$ cat src/rtl/uart_fifo_param.sv
// Synchronous FIFO with valid/ready on both sides, occupancy count and almost-full/empty flags.
// Optional flush port is built when UART_FIFO_FLUSH_EN is defined.
module uart_fifo_param #(
  parameter int WIDTH     = 8,
  parameter int DEPTH     = 64,
  parameter int AFULL_TH  = DEPTH - 4,
  parameter int AEMPTY_TH = 4,
  localparam int LW       = $clog2(DEPTH) + 1
) (
  input  logic             clk,
  input  logic             rst_n,
  input  logic             s_valid,
  output logic             s_ready,
  input  logic [WIDTH-1:0] s_data,
  output logic             m_valid,
  input  logic             m_ready,
  output logic [WIDTH-1:0] m_data,
  output logic [LW-1:0]    load,
  output logic             almost_full,
  output logic             almost_empty
`ifdef UART_FIFO_FLUSH_EN
  ,
  input  logic             flush
`endif
);

  localparam int AW = $clog2(DEPTH);
  localparam logic [LW-1:0] DEPTH_L  = LW'(DEPTH);
  localparam logic [LW-1:0] AFULL_L  = LW'(AFULL_TH);
  localparam logic [LW-1:0] AEMPTY_L = LW'(AEMPTY_TH);

  logic [WIDTH-1:0] mem_q [DEPTH];
  logic [AW-1:0]    wr_ptr_q, wr_ptr_d;
  logic [AW-1:0]    rd_ptr_q, rd_ptr_d;
  logic [LW-1:0]    load_q, load_d;
  logic             push, pop, flush_w;

`ifdef UART_FIFO_FLUSH_EN
  assign flush_w = flush;
`else
  assign flush_w = 1'b0;
`endif

  assign s_ready      = (load_q != DEPTH_L);
  assign m_valid      = (load_q != '0);
  assign m_data       = mem_q[rd_ptr_q];
  assign load         = load_q;
  assign almost_full  = (load_q >= AFULL_L);
  assign almost_empty = (load_q <= AEMPTY_L);

  assign push = s_valid && s_ready;
  assign pop  = m_valid && m_ready;

  always_comb begin
    wr_ptr_d = wr_ptr_q;
    rd_ptr_d = rd_ptr_q;
    load_d   = load_q;
    if (flush_w) begin
      wr_ptr_d = '0;
      rd_ptr_d = '0;
      load_d   = '0;
    end else begin
      // power-of-two depth: pointers wrap naturally at DEPTH-1
      if (push) wr_ptr_d = wr_ptr_q + AW'(1);
      if (pop)  rd_ptr_d = rd_ptr_q + AW'(1);
      case ({push, pop})
        2'b10:   load_d = load_q + LW'(1);
        2'b01:   load_d = load_q - LW'(1);
        default: load_d = load_q;
      endcase
    end
  end

  always_ff @(posedge clk) begin
    if (!rst_n) begin
      wr_ptr_q <= '0;
      rd_ptr_q <= '0;
      load_q   <= '0;
    end else begin
      wr_ptr_q <= wr_ptr_d;
      rd_ptr_q <= rd_ptr_d;
      load_q   <= load_d;
    end
  end

  // storage is not reset; writes are suppressed by reset or flush
  always_ff @(posedge clk) begin
    if (rst_n && push && !flush_w) mem_q[wr_ptr_q] <= s_data;
  end

endmodule

$ cat config.mk
export PLATFORM = sky130hd
export DESIGN_NAME = uart_fifo_param
export DESIGN_NICKNAME = d
export VERILOG_FILES = /design/src/rtl/uart_fifo_param.sv
export SDC_FILE = /design/constraint.sdc
export NUM_CORES = 1
export LEC_CHECK = 0
export CAP_MARGIN = 20
export CORE_ASPECT_RATIO = 1.75
export CORE_MARGIN = 2
export CORE_UTILIZATION = 55
export CTS_BUF_LIST = sky130_fd_sc_hd__clkbuf_8
export CTS_CLUSTER_DIAMETER = 50
export CTS_CLUSTER_SIZE = 30
export DETAILED_ROUTE_END_ITERATION = 7
export PLACE_DENSITY = 0.82
export SYNTH_ARGS = -nofsm -noshare
export SYNTH_HDL_FRONTEND = slang
export SYNTH_SLANG_ARGS = --single-unit
$ cat constraint.sdc
create_clock -name clk -period 8.95 [get_ports clk]
set_clock_uncertainty 0.15 [all_clocks]
set_input_delay 1.79 -clock clk [delete_from_list [all_inputs] [get_ports clk]]
set_output_delay 1.79 -clock clk [all_outputs]
set_load 0.02 [all_outputs]
==> flow_summary.json <==
{
  "grt_pass1_vias": 10800,
  "worstRegToRegCells": 5,
  "cts_setup_buffers": 0,
  "htreeDepth": 1,
  "grt_pass1_wl_um": 66400,
  "r2r_end": "mem_q[22][1]$_DFFE_PP_",
  "design_area_mm2": 0.0226,
  "place_ws_ns": 3.22,
  "placementRows": 95,
  "setup_viol": 0,
  "syn_area_mm2": 0.0215,
  "maxSlewViolCount": 0,
  "worst-path-max-fanout": 51,
  "die_area_mm2": 0.0407,
  "portBuffers": 30,
  "final_nets": 1149,
  "synthFlopType": "edfxtp_1",
  "r2r-start": "load[5]$_SDFFE_PN0P_",
  "first_pass_iters": 6,
  "avgViaCountPerCell": 6.62,
  "hold_ws_ns": 0.428,
  "place_congestion": 0.873,
  "hold_buffers": 0,
  "cts_resized": 0,
  "rsz0062_at_grt": "false",
  "post-route-period-util": 0.711,
  "min_to": "load[6]$_SDFFE_PN0P_",
  "slew_headroom": 0.254,
  "ys_warn_count": 0,
  "grt_max_degree": 73,
  "rrSetupSlack_ns": 5.46,
  "root_buffer": "clkbuf_8",
  "grt_overflow_total": 0,
  "worst_pin_slew_ns": 1.11,
  "ys_types": 62,
  "drtIter0Drc": 1092,
  "final_util": 0.586,
  "cts_buffers": 23,
  "cts.path.max_buffers": 3,
  "ys_seq_area_frac": 0.739,
  "maxCapViolations": 0,
  "die-width_um": 153,
  "wire_per_inst_um": 27.6,
  "peakVddDrop_v": 0.000290,
  "powerDensity_mw_per_mm2": 220,
  "worstHoldPathCells": 2,
  "fillCellCount": 2703,
  "path_class": "reg2out",
  "yosysTopAreaCellShare": 0.716,
  "p_leak_uw": 0.00673,
  "start_util": 0.558,
  "cp.required_ns": 7.01,
  "clkSlewWorstSetupHoldPaths_ns": 0.16,
  "grtUsageTotal": 0.219,
  "drive_gt1_frac": 0.151,
  "hpwl_um": 28400,
  "top_level_ports": 31,
  "layout_common_cells": "512 x edfxtp_1, 104 x mux4_2, 75 x nor2_1, 40 x nand2_1, 38 x nor2b_1",
  "setup_slack_ns": 2.59,
  "totalWireLength_um": 45000,
  "ant_nets": 0,
  "endpoint_kind": "output port",
  "via_count": 10800,
  "start_kind": "register",
  "synthCells": 1119,
  "remaining_drc_errors": 0,
  "finalSetupTns_ns": 0,
  "synth_area_leader_cell": "edfxtp_1",
  "syn_nets": 1140,
  "antenna_found_initial": 1,
  "final_common_cell": "edfxtp_1",
  "outcome": "finished, final reports clean",
  "synth_area_per_cell_um2": 19.2,
  "min_from": "load[6]$_SDFFE_PN0P_",
  "period_needed_ns": 6.36,
  "ys_async_sr_fraction": 0,
  "hold_class": "reg2reg",
  "core-area_mm2": 0.0385,
  "crit_arrival_ns": 4.42,
  "clock_latency_ns": 0.62,
  "dpl_cell_area_mm2": 0.0220,
  "clock_sinks": 537,
  "area_growth_pct": 5.14,
  "fp.dieH_um": 265,
  "cts_tree": "yes",
  "synth_edf_count": 512,
  "ys_ff_latch": 537,
  "max_freq_mhz": 157,
  "synth_area_leaders": "edfxtp_1 72%, mux4_2 11%, dfxtp_1 2.3%",
  "final_hold_viol_count": 0
}
## area by class of cell
| class | count | area [um2] | area share |
|---|---|---|---|
| flip-flops and latches | 537 | 15900 | 0.703 |
| multi-input cells | 515 | 5140 | 0.227 |
| inverters | 7 | 26.3 | 0.00116 |
| clock inverters | 16 | 156 | 0.00692 |
| clock buffers | 23 | 317 | 0.0140 |
| diodes | 1 | 2.50 | 0.000111 |
| repair buffers | 44 | 453 | 0.0201 |
| well taps | 485 | 607 | 0.0269 |
## kinds of logic (layout without fill, tap and decap cells)
family / count (synthesis) / after routing / synth area share
flops: 537 / 537 / 0.739
simple gates: 242 / 242 / 0.0563
mux: 144 / 144 / 0.136
compound gates: 108 / 108 / 0.0361
buf+inv: 67 / 90 / 0.0218
xor+xnor: 12 / 12 / 0.00489
fa+ha+maj: 9 / 9 / 0.00559
other cells: 0 / 1 / 0
## worst max path at each step
| stage | start | end | slack [ns] | depth (start not counted) |
|---|---|---|---|---|
| after floorplan | s_valid | load[5]$_SDFFE_PN0P_ | 4.96 | 10 |
| after global placement | register | m_data[4] | 3.20 | 7 |
| after detailed placement | register | m_data[4] | 3.22 | 7 |
| after CTS | register | m_data[4] | 2.52 | 7 |
| after global routing | register | m_data[6] | 2.30 | 7 |
| final | register | m_data[1] | 2.59 | 7 |
## report_power, final
part	internal, uW	switching, uW
combinational	524	547
sequential	2780	107
clock	317	692
total	3620	1350
## cells in the mapped netlist (9+ instances only)
library cell	number
a21oi_1	16
a211oi_1	13
a22oi_1	14
mux2i_1	25
nor3_1	13
buf_2	16
dfxtp_1	25
nor2b_1	38
nand3_1	21
xnor2_1	10
mux4_1	11
nor2_1	75
buf_6	10
nand2_1	40
edfxtp_1	512
o21ai_0	9
a2111oi_0	9
clkbuf_1	16
mux4_2	104
and2_1	19
## state kept, by name, indices dropped and copies added, names as in the netlist, named ones only
| signal | flops |
|---|---|
| wr_ptr_q | 6 |
| mem_q | 512 |
| rd_ptr_q | 6 |
| load | 7 |
## metrics by stage
| step | total power [uW] | instances |
|---|---|---|
| floorplan | 3740 | 1119 |
| global placement | 3990 | 1582 |
| detailed placement | 4010 | 1582 |
| CTS | 4970 | 1621 |
| global route | 5120 | 1628 |
| finish | 4960 | 1628 |
## worst max-delay path, stage by stage, from the launching register on
cell,delay (ns)
dfxtp_4,0.86
buf_4,0.81
mux4_2,0.61
a22oi_1,0.34
nand3_1,0.11
o21ai_1,0.23
a21oi_1,0.16
clkdlybuf4s50_1,0.61
## layer usage
| layer | GRT usage | routed length (um) |
|---|---|---|
| met1 | 0.271 | 15800 |
| met2 | 0.386 | 23500 |
| met3 | 0.0259 | 3300 |
| met4 | 0.106 | 2340 |
| met5 | 0 | 0 |
No activity file was read; power rests on OpenSTA's default activity.
